==> src/rtl/btb_pkg.sv <==
// Shared types for the BTB update scheduler.
//   btb_uq_entry_t : one queued BTB write, word-aligned pc and target
//   BTB_PC_W       : stored pc/target width (bits [31:2])
package btb_pkg;
  localparam int BTB_PC_W = 30;

  typedef struct packed {
    logic [BTB_PC_W-1:0] pc;
    logic [BTB_PC_W-1:0] target;
  } btb_uq_entry_t;
endpackage

==> src/rtl/btb_update_queue.sv <==
// Coalescing FIFO of resolved branches waiting for a free BTB port cycle.
//   clk, rst        : clock, synchronous active-high reset
//   enq_i           : resolution this cycle (coalesce or allocate)
//   enq_pc_i/tgt_i  : resolution pc/target, word address
//   deq_i           : head is written to the BTB this cycle
//   hit_any_o       : enq pc matches some valid entry, head included
//   head_pc_o/tgt_o : head entry contents
//   count_o         : occupied entries
module btb_update_queue
  import btb_pkg::*;
#(
  parameter  int DEPTH = 4,
  localparam int PW    = $clog2(DEPTH),
  localparam int CW    = PW + 1
) (
  input  logic                clk,
  input  logic                rst,
  input  logic                enq_i,
  input  logic [BTB_PC_W-1:0] enq_pc_i,
  input  logic [BTB_PC_W-1:0] enq_tgt_i,
  input  logic                deq_i,
  output logic                hit_any_o,
  output logic [BTB_PC_W-1:0] head_pc_o,
  output logic [BTB_PC_W-1:0] head_tgt_o,
  output logic [CW-1:0]       count_o
);
  btb_uq_entry_t [DEPTH-1:0] ent_q, ent_d;
  logic [DEPTH-1:0]          vld_q, vld_d;
  logic [PW-1:0]             head_q, head_d, tail_q, tail_d;
  logic [CW-1:0]             count_q, count_d;

  logic [DEPTH-1:0] match, coal_vec;
  logic             hit, alloc;

  always_comb begin
    match    = '0;
    coal_vec = '0;
    for (int i = 0; i < DEPTH; i++) begin
      match[i] = vld_q[i] && (ent_q[i].pc == enq_pc_i);
      // A head being drained this cycle already carries its old target to
      // the BTB, so it must not absorb the new one; allocate instead.
      coal_vec[i] = match[i] && !(deq_i && (PW'(i) == head_q));
    end
    hit_any_o = enq_i && (|match);
    hit       = enq_i && (|coal_vec);
    alloc     = enq_i && !hit;
  end

  always_comb begin
    ent_d   = ent_q;
    vld_d   = vld_q;
    head_d  = head_q;
    tail_d  = tail_q;
    count_d = count_q + CW'(alloc) - CW'(deq_i);
    if (deq_i) begin
      vld_d[head_q] = 1'b0;
      head_d        = head_q + PW'(1);
    end
    if (enq_i) begin
      for (int i = 0; i < DEPTH; i++)
        if (coal_vec[i]) ent_d[i].target = enq_tgt_i;
    end
    // Allocation after dequeue: when full, the tail slot is the one just freed.
    if (alloc) begin
      ent_d[tail_q] = '{pc: enq_pc_i, target: enq_tgt_i};
      vld_d[tail_q] = 1'b1;
      tail_d        = tail_q + PW'(1);
    end
  end

  always_ff @(posedge clk) begin
    if (rst) begin
      ent_q   <= '0;
      vld_q   <= '0;
      head_q  <= '0;
      tail_q  <= '0;
      count_q <= '0;
    end else begin
      ent_q   <= ent_d;
      vld_q   <= vld_d;
      head_q  <= head_d;
      tail_q  <= tail_d;
      count_q <= count_d;
    end
  end

  assign head_pc_o  = ent_q[head_q].pc;
  assign head_tgt_o = ent_q[head_q].target;
  assign count_o    = count_q;
endmodule

==> src/rtl/btb_update_sched.sv <==
// Arbitrates the single BTB port between fetch lookups and queued
// branch-resolution writes. Fetch wins unless the queue is full with a new
// non-coalescing resolution arriving, or the head has waited STARVE_LIM
// cycles; then fetch is stalled for one cycle while the head drains.
//   clk, rst                     : clock, synchronous active-high reset
//   res_valid/res_pc/res_target  : resolved-taken branch from back end
//   fe_fetch/fe_fetch_pc         : front-end lookup request
//   fe_stall                     : lookup not issued, hold and retry
//   btb_fetch/btb_fetch_pc       : BTB read port
//   btb_update/btb_pc/btb_target : BTB write port
//   uq_count                     : queued updates
module btb_update_sched
  import btb_pkg::*;
#(
  parameter int UQ_DEPTH   = 4,
  parameter int STARVE_LIM = 8
) (
  input  logic                      clk,
  input  logic                      rst,
  input  logic                      res_valid,
  input  logic [31:0]               res_pc,
  input  logic [31:0]               res_target,
  input  logic                      fe_fetch,
  input  logic [31:0]               fe_fetch_pc,
  output logic                      fe_stall,
  output logic                      btb_fetch,
  output logic [31:0]               btb_fetch_pc,
  output logic                      btb_update,
  output logic [31:0]               btb_pc,
  output logic [31:0]               btb_target,
  output logic [$clog2(UQ_DEPTH):0] uq_count
);
  localparam int CW = $clog2(UQ_DEPTH) + 1;

  logic [7:0]          age_q, age_d;
  logic                deq, hit_any, force_drain, q_full, q_nempty;
  logic [BTB_PC_W-1:0] head_pc, head_tgt;
  logic [CW-1:0]       count;

  btb_update_queue #(.DEPTH(UQ_DEPTH)) u_uq (
    .clk        (clk),
    .rst        (rst),
    .enq_i      (res_valid),
    .enq_pc_i   (res_pc[31:2]),
    .enq_tgt_i  (res_target[31:2]),
    .deq_i      (deq),
    .hit_any_o  (hit_any),
    .head_pc_o  (head_pc),
    .head_tgt_o (head_tgt),
    .count_o    (count)
  );

  assign q_full   = (count == CW'(UQ_DEPTH));
  assign q_nempty = (count != '0);

  // The full-queue term uses the head-inclusive hit: a hit only on a head
  // that is drained anyway allocates into the slot the drain frees.
  assign force_drain = (q_full && res_valid && !hit_any) ||
                       (q_nempty && (age_q >= 8'(STARVE_LIM)));

  always_comb begin
    deq       = 1'b0;
    btb_fetch = 1'b0;
    fe_stall  = 1'b0;
    if (force_drain) begin
      deq      = 1'b1;
      fe_stall = fe_fetch;
    end else if (fe_fetch) begin
      btb_fetch = 1'b1;
    end else if (q_nempty) begin
      deq = 1'b1;
    end
  end

  // Age of the current head; saturates so the starvation compare stays valid.
  always_comb begin
    age_d = age_q;
    if (deq || !q_nempty)              age_d = '0;
    else if (age_q < 8'(STARVE_LIM))   age_d = age_q + 8'd1;
  end

  always_ff @(posedge clk) begin
    if (rst) age_q <= '0;
    else     age_q <= age_d;
  end

  assign btb_fetch_pc = fe_fetch_pc;
  assign btb_update   = deq;
  assign btb_pc       = {head_pc, 2'b00};
  assign btb_target   = {head_tgt, 2'b00};
  assign uq_count     = count;

  a_port_excl: assert property (@(posedge clk) disable iff (rst)
                                !(btb_fetch && btb_update));
endmodule

==> config.mk <==
export PLATFORM = sky130hd
export DESIGN_NAME = btb_update_sched
export DESIGN_NICKNAME = d
export VERILOG_FILES = /design/src/rtl/btb_pkg.sv /design/src/rtl/btb_update_queue.sv /design/src/rtl/btb_update_sched.sv
export SDC_FILE = /design/constraint.sdc
export NUM_CORES = 1
export LEC_CHECK = 0
export CAP_MARGIN = 20
export CORE_UTILIZATION = 30
export CTS_BUF_LIST = sky130_fd_sc_hd__clkbuf_8 sky130_fd_sc_hd__clkbuf_16
export CTS_CLUSTER_DIAMETER = 120
export CTS_CLUSTER_SIZE = 25
export DETAILED_ROUTE_END_ITERATION = 6
export GPL_TIMING_DRIVEN = 0
export SLEW_MARGIN = 20
export SYNTH_ARGS = -nofsm -noshare
export SYNTH_HDL_FRONTEND = slang
export SYNTH_SLANG_ARGS = --single-unit
==> constraint.sdc <==
create_clock -name clk -period 3.6 [get_ports clk]
set_input_delay 0.36 -clock clk [delete_from_list [all_inputs] [get_ports clk]]
set_output_delay 0.36 -clock clk [all_outputs]
set_load 0.01 [all_outputs]
==> metrics.cfg, run 1 <==
[clock_network]
holdBufCountCts=0
clockBufferDepth=3
cts_tree=built
worstSkewPairLatency_ns=0.51
cts_buffers=14
h-tree-depth=1
root_buffer=clkbuf_16
path_clk_slew_ns=0.12
clkSinkCount=259

[placement]
hpwl_um=35000
dp.cells=2126
port_buffers=129
gp_congestion=0.982
place_area_um2=15200

[yosys]
synth_area_um2=13200
synthDistinctLibCells=45
synthAdderAreaFrac=0.0129
ys.flop_type=dfxtp_1
yosysTopAreaCell=dfxtp_1
synth_xor_area_frac=0.0817
yosys_warnings=0
synth_area_leaders=dfxtp_1 (39%), mux4_2 (10%), mux2i_1 (9.2%)
synth_top_family_by_area=multiplexers
syn-instance-count=1405
synth-simple-area-share=0.129
synthArstFlopShare=0
yosysTopAreaCellShare=0.393
synth_seq_cells=259
syn_avg_cell_area_um2=9.38
synth_mux_area_frac=0.195
yosysSeqAreaShare=0.393
synth-compound-area-share=0.111
synth_edf_count=0

[pwr]
peakVddDrop_uv=251
clkPwrFrac=0.253
swShare=0.325
power_density_nw_per_um2=446
switchingPower_w=0.00229
intPower_w=0.00476
power.leakage_nw=5.95
p_comb_frac=0.310
p_seq_frac=0.437

[drt]
drtIter0Drc=966
postRouteWirelength_um=46900
drt_pre_antenna_iters=5
wl_per_cell_um=21.8
drcViolationCount=0
via_per_inst=5.35
drtAntennaViolNets=0
vias=11500

[global_route]
grt_pass1_vias=11268
overflow=0
grt_first_pass_wirelength_um=69600
antenna_found_initial=5
gr-usage-met1=0.267
met3_usage=0.0389
grt_busiest_layer=met2
grt_max_degree=26
globalRouteTotalUtil=0.205
use_met2=0.339

[worst_setup_path]
timing.rr.start=u_uq.ent_q[32]
crit_fanout=10
crit_arrival_ns=3.91
slowest_delay_ns=0.45
end_kind=flop
r2r_end=u_uq.count_o[2]
crit_cells=16
r2r_cells=16
start_kind=flop
path_common_cell=buf_4
critPathSlowestCell=xor2_1
worstPathRequired_ns=3.98
r2r_slack_ns=0.07
crit_buf_inv=5
endpoint=u_uq.count_o[2]
setup.worst_path.start=u_uq.ent_q[32]
cpLargestDelayFamily=simple AND/OR/NAND/NOR gates
path_cells=xor2_1 > nor4_2 > nand4_1 > buf_4 > o22ai_2 > or3_1 > buf_2 > buf_4 > buf_4 > nor2_1 > ha_1 > inv_1 > fa_1 > xor2_1 > xnor2_1 > nor2_1
crit_type=flop to flop

[sta]
fin_crit_sh=0.980
setup_violations=0
period_needed_ns=3.53
drv_slew=0
final_hold_viol_count=0
max-slew-margin-rel=0.425
finClkSkew_ns=0.0354
tns_ns=0
worst_pin_slew_ns=0.862
fmax_ghz=0.284
rsz0062_at_grt=yes

[final_layout]
final_cell_area_um2=15800
regArea_um2=5180
stdcell_count=2149
multi_input_area_um2=7130
fill_cells=4436
nets=1674
syn2layout_area_growth_pct=20.0
drive_gt1_frac=0.134

[worst_hold_path]
min_path_cells=3
min_path_type=input pin to flop
hold_path_startpoint=res_pc[16]

[flow_run]
maxCapViolCount=0

[outcome]
status=finished clean

[die]
start_util=0.305
core.rowCount=76
die_width_um=212
io_pins=202
core_area_um2=43200
die_h_um=212
die-area_um2=44800

## state kept, by name, summed over array words and instances (netlist names)
signal and flops:
age_q 8, u_uq.count_o 3, u_uq.head_q 2, u_uq.tail_q 2, u_uq.ent_q 240, u_uq.vld_q 4
## metrics by stage
step	hold slack, ns	util	total power, W	setup slack [ns]
after floorplan	0.435	-	0.00443	0.314
after global placement	0.441	0.353	0.00526	-0.728
after detailed placement	0.450	0.353	0.00529	-0.841
after CTS	0.183	0.364	0.00707	0.0203
after global routing	0.195	0.366	0.00734	-0.0750
final	0.190	0.366	0.00705	0.0736
## synthesized netlist by cell type, drive strengths merged (2+ instances only)
library cell  number
nand4             56
mux4              60
xor2              35
o311ai             3
nor2              11
or3                2
o31ai             30
nand3             95
nand2            171
inv               13
dfxtp            259
nor4              14
a21oi            131
mux2i            121
o21ai             93
buf              108
clkbuf            79
ha                12
a21boi             2
nor3               4
xnor2             88
and2               4
## tightest hold or removal path, cell delays in order
cell and delay, ns:
buf_2 0.17, nand3_1 0.08, a21oi_1 0.05
## what timing repair did
action	in CTS	in global routing
resized for setup	20	17
pin swaps	2	6
endpoints found under the setup margin	214	46
setup buffers	2	2
## routing by layer
layer | up-vias | wire, um
met5 | - | 32
met3 | 99 | 3770
met1 | 5616 | 19500
met4 | 6 | 1660
li1 | 5225 | -
met2 | 554 | 22000
## layout make-up
type | count | area share
repair buffers | 133 | 0.0837
plain buffers | 187 | 0.0624
multi-input cells | 953 | 0.451
diodes | 2 | 0.000317
inverters | 13 | 0.00309
clock buffers | 15 | 0.0237
clock inverters | 2 | 0.00127
flip-flops and latches | 259 | 0.328
well taps | 585 | 0.0463
## cells by family (layout without fill, tap and decap cells)
group,Yosys count,after routing
adder cells (fa/ha/maj),13,13
flip-flops,259,259
XOR/XNOR,123,123
multiplexers,182,182
AND/OR/NAND/NOR,362,362
buffers and inverters,200,350
other,1,10
AO/OA/AOI/OAI,265,265
## how the worst min path moves through the flow
stage,to,slack [ns]
5_1_grt,u_uq.ent_q[36],0.20
2_1_floorplan,u_uq.ent_q[120],0.44
3_3_place_gp,u_uq.ent_q[18],0.44
4_1_cts,u_uq.ent_q[40],0.18
6_report,u_uq.ent_q[44],0.19
3_5_place_dp,u_uq.ent_q[184],0.45
## placed cells by master (no fill, tap or decap), types with 56 or more instances in the layout
cell,count
clkdlybuf4s50_1,128
mux2i_1,121
a21oi_1,126
nand3_1,95
clkbuf_1,73
nand2_1,170
xnor2_1,81
dfxtp_1,259
nand4_1,56
o21ai_0,83
mux4_2,60
## power by group through the flow
stage | sequential [W] | clock, W | combinational (W)
final | 0.00308 | 0.00178 | 0.00219
after global routing | 0.00310 | 0.00191 | 0.00233
after CTS | 0.00308 | 0.00181 | 0.00218
after detailed placement | 0.00315 | 0 | 0.00214
after global placement | 0.00314 | 0 | 0.00212
after floorplan | 0.00312 | 0 | 0.00131
Power figures use the tool's default switching activity.
==> run 2: changes to the inputs <==
- GPL_ROUTABILITY_DRIVEN: not set -> 0
==> metrics.cfg, run 2 (synthesis gave the netlist of run 1 again) <==
[global_route]
antenna_found_initial=4
grt_pass1_vias=11252
overflow=0
grt_first_pass_wirelength_um=68500
globalRouteTotalUtil=0.201
grt_max_degree=26

[placement]
hpwl_um=34000
port_buffers=129
place_area_um2=15200

[clock_network]
root_buffer=clkbuf_16
cts_tree=built
clkSinkCount=259
path_clk_slew_ns=0.11
cts_buffers=14
holdBufCountCts=0
worstSkewPairLatency_ns=0.51
clockBufferDepth=3
h-tree-depth=1

[worst_setup_path]
worstPathRequired_ns=3.24
timing.rr.start=u_uq.ent_q[219]
end_kind=primary output
critPathSlowestCell=clkdlybuf4s50_1
crit_type=flop to primary output
endpoint=fe_stall
path_cells=xnor2_2 > nand4_1 > nor4_2 > nand4_1 > nand4_1 > o21ai_1 > and3_1 > clkdlybuf4s50_1
slowest_delay_ns=0.48
crit_fanout=5
path_common_cell=nand4_1
r2r_slack_ns=0.08
crit_arrival_ns=3.16
r2r_end=u_uq.count_o[2]
r2r_cells=16
start_kind=flop
setup.worst_path.start=u_uq.ent_q[219]

[pwr]
power_w=0.00703
power_density_nw_per_um2=446
power.leakage_nw=5.92
p_comb_frac=0.309
switchingPower_w=0.00228
peakVddDrop_uv=293
p_seq_frac=0.439
clkPwrFrac=0.252
intPower_w=0.00475
swShare=0.325

[sta]
fmax_ghz=0.284
max-slew-margin-rel=0.467
setup_violations=0
finClkSkew_ns=0.0189
period_needed_ns=3.52
fin_crit_sh=0.977
worst_pin_slew_ns=0.799
rsz0062_at_grt=yes
drv_slew=0
final_hold_viol_count=0

[outcome]
status=finished clean

[drt]
vias=11587
drtAntennaViolNets=0
drcViolationCount=0
drt_pre_antenna_iters=6
drtIter0Drc=1147
via_per_inst=5.41
postRouteWirelength_um=45800
wl_per_cell_um=21.4

[worst_hold_path]
hold_path_startpoint=res_pc[13]
min_path_type=input pin to flop

[die]
die-area_um2=44800
io_pins=202
core_area_um2=43200
die_h_um=212
die_width_um=212
start_util=0.305
core.rowCount=76

[final_layout]
n_antenna_cell=0
syn2layout_area_growth_pct=19.6
nets=1671
final_common_cell=dfxtp_1
final_cell_mix=dfxtp_1 (259), nand2_1 (171), clkdlybuf4s50_1 (128)
final_cell_area_um2=15800
regMostFlops=u_uq.ent_q
top_regs=u_uq.ent_q x240, age_q x8, u_uq.vld_q x4
drive_gt1_frac=0.132
largest_reg_flops=240

[flow_run]
maxCapViolCount=0

run 2: final cells by class:
class                   count  area, um^2
clock buffers              15         375
flip-flops and latches    259        5180
well taps                 585         732
inverters                  13        48.8
plain buffers             185         970
fillers                  4421       27400
multi-input cells         953        7120
clock inverters             1        16.3
repair buffers            132        1320
run 2: repair_timing:
item / CTS / global route
resized for setup: 15 / 20
pin swaps: 1 / 2
buffers inserted: 1 / 2
endpoints found under the setup margin: 213 / 54
run 2: stage by stage:
| stage | util | setup slack, ns | setup TNS [ns] | cells | hold WS [ns] |
|---|---|---|---|---|---|
| finish | 0.365 | 0.0839 | 0 | 2143 | 0.197 |
| global route | 0.365 | -0.0808 | -0.0808 | 2143 | 0.203 |
| detailed placement | 0.353 | -0.800 | -8.25 | 2126 | 0.449 |
| CTS | 0.363 | -0.0728 | -0.0883 | 2143 | 0.192 |
| global placement | 0.353 | -0.754 | -5.01 | 2126 | 0.441 |
| floorplan | - | 0.314 | 0 | 1412 | 0.435 |
run 2: power groups by stage:
| stage | registers (W) | logic, W | clock network [W] |
|---|---|---|---|
| after floorplan | 0.00312 | 0.00131 | 0 |
| after global placement | 0.00314 | 0.00211 | 0 |
| after detailed placement | 0.00315 | 0.00213 | 0 |
| after CTS | 0.00308 | 0.00216 | 0.00179 |
| after global routing | 0.00310 | 0.00233 | 0.00189 |
| final | 0.00308 | 0.00218 | 0.00177 |
run 2: worst min-delay path by stage:
stage	slack [ns]	end	cells after the start
final	0.20	u_uq.ent_q[41]	3
after global routing	0.20	u_uq.ent_q[160]	3
after CTS	0.19	u_uq.ent_q[41]	3
after detailed placement	0.45	u_uq.ent_q[133]	2
after global placement	0.44	u_uq.ent_q[27]	2
after floorplan	0.44	u_uq.ent_q[120]	2
run 2: layer usage:
layer	share of wire	track usage	up-vias
met5	0.00083	0	-
met4	0.035	0.0620	6
met3	0.096	0.0460	106
met2	0.47	0.327	599
met1	0.40	0.263	5655
li1	-	-	5221
run 2: critical path, delay by kind of cell, from the launching register on:
family	cells	cell delay (ns)
flip-flops	1	0.37
AND/OR/NAND/NOR	5	1.27
buffers and inverters	1	0.48
AO/OA/AOI/OAI	1	0.17
XOR/XNOR	1	0.35
